## config.mk

```make
export PLATFORM = sky130hd
export DESIGN_NAME = fp_norm_pipe
export DESIGN_NICKNAME = d
export VERILOG_FILES = /design/src/rtl/fp_norm_pipe_pkg.sv /design/src/rtl/fp_norm_pipe_lzc.sv /design/src/rtl/fp_norm_pipe.sv
export SDC_FILE = /design/constraint.sdc
export NUM_CORES = 1
export LEC_CHECK = 0
export ABC_AREA = 1
export BUFFER_PORTS_ARGS = -buffer_cell sky130_fd_sc_hd__buf_2
export CAP_MARGIN = 15
export CORE_ASPECT_RATIO = 1.5
export CORE_MARGIN = 2
export CORE_UTILIZATION = 41
export CTS_CLUSTER_SIZE = 10
export DETAILED_ROUTE_END_ITERATION = 8
export MAX_ROUTING_LAYER = met4
export PLACE_DENSITY_LB_ADDON = 0.12
export RECOVER_POWER = 25
export SYNTH_ARGS = -nofsm -noshare
export SYNTH_HDL_FRONTEND = slang
export SYNTH_SLANG_ARGS = --single-unit
```

## constraint.sdc

```tcl
create_clock -name clk_i -period 3.2 [get_ports clk_i]
set_input_delay 0.32 -clock clk_i [delete_from_list [all_inputs] [get_ports clk_i]]
set_output_delay 0.32 -clock clk_i [all_outputs]
set_load 0.005 [all_outputs]
```

## src/rtl/fp_norm_pipe_pkg.sv

```systemverilog
// Shared FPU normalizer types: count-width helper and the normalized-result record.
package fp_norm_pipe_pkg;

  localparam int unsigned FPU_MW = 53;
  localparam int unsigned FPU_EW = 13;

  // Width of a leading-zero count able to represent 0..mw inclusive.
  function automatic int unsigned norm_cnt_w(input int unsigned mw);
    return $clog2(mw + 1);
  endfunction

  localparam int unsigned FPU_CW = norm_cnt_w(FPU_MW);

  typedef struct packed {
    logic [FPU_MW-1:0] mant;
    logic [FPU_EW-1:0] exp;
    logic              zero;
    logic [FPU_CW-1:0] shamt;
  } norm_result_t;

endpackage

```

## src/rtl/fp_norm_pipe_lzc.sv

```systemverilog
// Leading-zero counter: cnt_c = number of zeros above the highest set bit, WIDTH when in_i is zero.
module fp_norm_pipe_lzc
  import fp_norm_pipe_pkg::*;
#(
  parameter int unsigned WIDTH = 53,
  parameter int unsigned CW    = norm_cnt_w(WIDTH)
) (
  input  logic [WIDTH-1:0] in_i,
  output logic [CW-1:0]    cnt_c
);

  // Scanning upward lets the highest set bit win.
  always_comb begin
    cnt_c = CW'(WIDTH);
    for (int i = 0; i < int'(WIDTH); i++) begin
      if (in_i[i]) cnt_c = CW'(int'(WIDTH) - 1 - i);
    end
  end

endmodule

```

## src/rtl/fp_norm_pipe.sv

```systemverilog
// Two-stage normalizer: stage 1 registers operand and leading-zero count,
// stage 2 shifts the mantissa and adjusts the exponent, clamped at the subnormal boundary.
module fp_norm_pipe
  import fp_norm_pipe_pkg::*;
#(
  parameter int unsigned MW = 53,
  parameter int unsigned EW = 13,
  parameter int unsigned TW = 8
) (
  input  logic                     clk_i,
  input  logic                     rst_ni,
  input  logic                     flush_i,
  input  logic                     in_valid_i,
  output logic                     in_ready_o,
  input  logic [MW-1:0]            in_mant_i,
  input  logic [EW-1:0]            in_exp_i,
  input  logic [TW-1:0]            in_tag_i,
  output logic                     out_valid_o,
  input  logic                     out_ready_i,
  output logic [MW-1:0]            out_mant_o,
  output logic [EW-1:0]            out_exp_o,
  output logic                     out_zero_o,
  output logic [$clog2(MW+1)-1:0]  out_shamt_o,
  output logic [TW-1:0]            out_tag_o
);

  localparam int unsigned CW = norm_cnt_w(MW);
  localparam int unsigned XW = (EW > CW) ? EW : CW;

  typedef struct packed {
    logic [MW-1:0] mant;
    logic [EW-1:0] exp;
    logic          zero;
    logic [CW-1:0] shamt;
  } res_t;

  logic          s1_valid_q, s1_valid_d;
  logic [MW-1:0] s1_mant_q,  s1_mant_d;
  logic [EW-1:0] s1_exp_q,   s1_exp_d;
  logic [TW-1:0] s1_tag_q,   s1_tag_d;
  logic [CW-1:0] s1_cnt_q,   s1_cnt_d;
  logic          s1_zero_q,  s1_zero_d;

  logic          s2_valid_q, s2_valid_d;
  res_t          s2_res_q,   s2_res_d;
  logic [TW-1:0] s2_tag_q,   s2_tag_d;

  logic          s1_adv, s2_adv, s1_load, s2_load;
  logic [CW-1:0] lzc_cnt;
  logic [XW-1:0] exp_x, cnt_x;
  res_t          res_c;

  assign s2_adv     = ~s2_valid_q | out_ready_i;
  assign s1_adv     = ~s1_valid_q | s2_adv;
  assign s1_load    = s1_adv & in_valid_i;
  assign s2_load    = s2_adv & s1_valid_q;
  assign in_ready_o = s1_adv;

  fp_norm_pipe_lzc #(
    .WIDTH (MW),
    .CW    (CW)
  ) u_lzc (
    .in_i  (in_mant_i),
    .cnt_c (lzc_cnt)
  );

  // Stage 1: capture operand, count and zero flag; flush overrides any accept.
  always_comb begin
    s1_valid_d = s1_valid_q;
    s1_mant_d  = s1_mant_q;
    s1_exp_d   = s1_exp_q;
    s1_tag_d   = s1_tag_q;
    s1_cnt_d   = s1_cnt_q;
    s1_zero_d  = s1_zero_q;
    if (s1_adv) s1_valid_d = in_valid_i;
    if (s1_load) begin
      s1_mant_d = in_mant_i;
      s1_exp_d  = in_exp_i;
      s1_tag_d  = in_tag_i;
      s1_cnt_d  = lzc_cnt;
      s1_zero_d = (in_mant_i == '0);
    end
    if (flush_i) s1_valid_d = 1'b0;
  end

  // Shift amount never takes the exponent below 1, so exp - cnt cannot wrap.
  always_comb begin
    exp_x       = XW'(s1_exp_q);
    cnt_x       = XW'(s1_cnt_q);
    res_c.mant  = '0;
    res_c.exp   = '0;
    res_c.zero  = 1'b0;
    res_c.shamt = '0;
    if (s1_zero_q) begin
      res_c.zero = 1'b1;
    end else if (exp_x == '0) begin
      res_c.mant = s1_mant_q;
    end else if (cnt_x < exp_x) begin
      res_c.shamt = s1_cnt_q;
      res_c.exp   = EW'(exp_x - cnt_x);
      res_c.mant  = s1_mant_q << s1_cnt_q;
    end else begin
      res_c.shamt = CW'(exp_x - XW'(1));
      res_c.mant  = s1_mant_q << res_c.shamt;
    end
  end

  // Stage 2: result register feeding the outputs directly.
  always_comb begin
    s2_valid_d = s2_valid_q;
    s2_res_d   = s2_res_q;
    s2_tag_d   = s2_tag_q;
    if (s2_adv) s2_valid_d = s1_valid_q;
    if (s2_load) begin
      s2_res_d = res_c;
      s2_tag_d = s1_tag_q;
    end
    if (flush_i) s2_valid_d = 1'b0;
  end

  always_ff @(posedge clk_i or negedge rst_ni) begin
    if (!rst_ni) begin
      s1_valid_q <= 1'b0;
      s1_mant_q  <= '0;
      s1_exp_q   <= '0;
      s1_tag_q   <= '0;
      s1_cnt_q   <= '0;
      s1_zero_q  <= 1'b0;
      s2_valid_q <= 1'b0;
      s2_res_q   <= '0;
      s2_tag_q   <= '0;
    end else begin
      s1_valid_q <= s1_valid_d;
      s1_mant_q  <= s1_mant_d;
      s1_exp_q   <= s1_exp_d;
      s1_tag_q   <= s1_tag_d;
      s1_cnt_q   <= s1_cnt_d;
      s1_zero_q  <= s1_zero_d;
      s2_valid_q <= s2_valid_d;
      s2_res_q   <= s2_res_d;
      s2_tag_q   <= s2_tag_d;
    end
  end

  assign out_valid_o = s2_valid_q;
  assign out_mant_o  = s2_res_q.mant;
  assign out_exp_o   = s2_res_q.exp;
  assign out_zero_o  = s2_res_q.zero;
  assign out_shamt_o = s2_res_q.shamt;
  assign out_tag_o   = s2_tag_q;

endmodule
```

==> impl_results.md <==
* Top_reg_cell synth: dfrtp_1
* Clk sink count at approximately 160
* Buf+Inv Stages, Crit Path at 7
* Cell with the most instances after synthesis: nand2_1
* Yosys top cell by area: dfrtp_1
* CTS buffer count at 17
* CP arrival at 4.29 ns
* Mapped Avg Cell Area at 6.650 sq um
* Largest net degree at the start of global routing at 88
* Clk_lat worst skew at between 0.4 and 0.5 ns
* Post-Route WL at between 40 and 50 mm
* Clock-pin slew on the worst setup and hold paths at roughly 0.070 ns
* Sequential area share after synthesis at 38.19%
* EDFF count, synth at 0
* Worst-path fanout max at 21
* Setup-failing EPs final at 53
* Period utilization at 121.5%
* FFs w/ async S/R, synth at 100.0%
* Hpwl dp at 32.70 mm
* Initial Util at 41.71%
* Vias at 12290
* Post-route setup TNS at -28.68 ns
* First-pass GRT wire length at 68.62 mm
* Layout cells sized above 1 at between 30% and 40%
* CTS Root Cell: clkbuf_16
* Die X at 136.2 um
* Antenna Nets Post-Route at 0
* Mapped Cells at 1616
* IO Port Bufs at roughly 160
* Nature of the critical path endpoint: flip-flop
* Post-synthesis xor/xnor area fraction at 1.059%
* Final slew viol count at 73
* Area contributors post-synth: dfrtp_1 38%, nand2_1 21%, o21ai_0 7.7%
* FF-to-FF setup slack at -0.69 ns
* Syn Std Cell Area at 0.01075 sq mm
* Outcome: finished with violations
* Clock Path Buffers at 2
* Area Growth Syn to Fin at 39.59%
* Initial antenna violation count at 0
* Max Cap Violations at 1
* Ports at 162
* Routed WL per cell at 19.87 um
* Initial DRC Count at 992
* Clock H-tree levels at 4
* Slew margin rel. at -31.89%
* CP max stage cell: dfrtp_1
* Rows at 72
* Tightest Pin Transition at 1.978 ns
* Vias in the first global route at 12449
* DRT Pass-1 Iters at 5
* Pleak at 0.007614 uW
* Minimum clock period at 3.887 ns
* Tot Pwr at 7871 uW
* Worst endpoint required time at between 3 and 4 ns
* Yosys Warn Count at 0
* Yosys reg bits at around 160
* RSZ-0062 raised after global routing: true
* Commonest cells post-synth: 612 x nand2_1, 165 x o21ai_0, 164 x dfrtp_1
* Via density at 5.416
* Worst stage delay on the critical path at 0.39 ns
* Critical path class: flip-flop to flip-flop
* Final Hold Viols at 0
* Synth cell types at 43
* Most common cell on crit path: inv_2
* GRT overflow at 0
* HP Class: input pin to flip-flop
* Peak VDD IR at roughly 0.45 mV
* GRT Total Usage at 34.12%
* CTS tree: yes
* Gpl congestion at about 0.95
* Final core occ at 58.22%
* Pre-CTS setup slack at -0.9819 ns
* Synth Area in Simple Gates at between 20 and 30%
* Number of remaining DRC errors at 0
* Core area at approximately 0.026 sq mm
* Clk_skew at approximately 0.019 ns
* Die area at 0.02755 sq mm
* Power density over the cells at between 500 and 600 mW/mm^2
* Fin worst setup slack at -0.6866 ns
* Failing checks: max-capacitance violations, max-slew violations, negative setup slack
* F_max at 0.2573 GHz
* Top delay family on crit path: compound AO/OA/AOI/OAI gates
* Multiplexer area fraction after synthesis at 0.4657%
* Chip height at 202.3 um
* Layout Nets at 2010
* Synthesized net count at 1703
* Critical Path Source Type: flip-flop
* Largest family of logic cells by synthesized area: simple AND/OR/NAND/NOR gates
* Antenna diodes at 0
* Synth Area in Adders at 1.001%
* Yosys top cell area share at 38.19%
* Compound-gate portion of the synthesized area at 21.14%
==> stage by stage <==
stage                     hold slack, ns  instance area, sq um  cells
after global routing             0.02819                 15000   2269
after CTS                        0.01608                 14650   2264
final                            0.03038                 15000   2269
after floorplan                  0.02441                 10810   1616
after global placement            0.4090                 13230   2200
after detailed placement          0.4079                 13230   2200
==> worst reg2reg max path, cell delays in order, from the launching register on <==
cell and delay (ns):
dfrtp_1 0.39, inv_2 0.08, ha_4 0.21, a21oi_2 0.13, nand2_2 0.08, a21oi_2 0.15
o21bai_1 0.10, a211o_1 0.31, nor3_4 0.15, inv_2 0.07, o21ai_4 0.16, inv_2 0.08
or2_4 0.24, o21ai_4 0.14, inv_8 0.10, buf_12 0.18, o21ai_2 0.16, inv_1 0.09
o21ai_2 0.16, nand2_1 0.11, nand3_1 0.10, nand3_1 0.13, a31oi_4 0.24, buf_4 0.15
o21ai_1 0.06, nand2_1 0.07
==> per-layer routing <==
layer  vias up  part of all wire [%]  track usage [%]
met2       437                    51            57.52
met5         -                     0                -
met4         0                   5.9            19.46
met3       136                   4.8            3.837
met1      5833                    38            38.87
li1       5884                     -                -
==> logic make-up after synthesis <==
family,count (synthesis)
simple gates,767
compound gates,396
buf+inv,263
flops,164
xor+xnor,13
fa+ha+maj,8
mux,5
==> worst paths after layout <==
| path | start | depth (start not counted) | endpoint |
|---|---|---|---|
| worst max-delay path | s1_cnt_q[2]$_DFFE_PN0P_ | 25 | out_mant_o[41]$_DFFE_PN0P_ |
| worst min-delay path | flush_i | 2 | s1_valid_q$_DFFE_PN0P_ |
| worst max register to register | s1_cnt_q[2]$_DFFE_PN0P_ | 25 | out_mant_o[41]$_DFFE_PN0P_ |
| worst min register to register | s1_tag_q[1]$_DFFE_PN0P_ | 2 | out_tag_o[1]$_DFFE_PN0P_ |
| max in group asynchronous | rst_ni | 2 | exp_x[3]$_DFFE_PN0P_ |
| min in group asynchronous | rst_ni | 2 | s1_valid_q$_DFFE_PN0P_ |
==> cell type report <==
| cell class | count | area, sq um |
|---|---|---|
| inverter | 165 | 641.9 |
| timing repair buffer | 382 | 2909 |
| clock inverter | 13 | 147.6 |
| clock buffer | 19 | 442.9 |
| fill | 2573 | 10760 |
| sequential | 164 | 4104 |
| multi-input combinational | 1190 | 6305 |
| timing repair inverter | 3 | 33.78 |
| tap | 333 | 416.7 |
==> report_power, final <==
part,total (uW),switching (uW),internal [uW]
clock,2160,972,1180
sequential,2680,276,2400
combinational,3040,1680,1360
==> state kept, by name (all words and copies together), names as in the netlist <==
name and flops:
out_valid_o 1, s1_cnt_q 6, s1_tag_q 8, s1_valid_q 1, out_shamt_o 6, out_exp_o 13, out_tag_o 8, out_mant_o 53
s1_zero_q 1, exp_x 13, out_zero_o 1, s1_mant_q 53
==> layout by cell type (no fill, tap or decap), types with 5 or more instances in the layout <==
cell type    n
buf_4      176
nand2_1    579
clkbuf_16   19
a31oi_1      9
nand3_1     56
inv_6        5
nor2_1      61
xnor2_1      7
nor4_1       8
o21ai_4     15
buf_12      20
dfrtp_1    164
o21ai_0    102
buf_6       17
xor2_1       6
o211ai_1    29
nor2_2      13
nand2_4     10
a21oi_2     10
o21ai_2     73
inv_2       15
buf_2      155
inv_1      145
a32o_1      23
nand2_2     24
a22o_1       5
clkbuf_1     5
o21ai_1     94
ha_1         5
a21oi_1     23
==> what timing repair did <==
action                                  CTS  global route
buffers inserted                         29             8
gates cloned                              5             4
hold buffers                              1             0
pin swaps                                23            30
resized for setup                       163            94
endpoints found under the setup margin   53            70
endpoints found under the hold margin    72             0
Note: power is estimated with default switching activity, not from simulation.
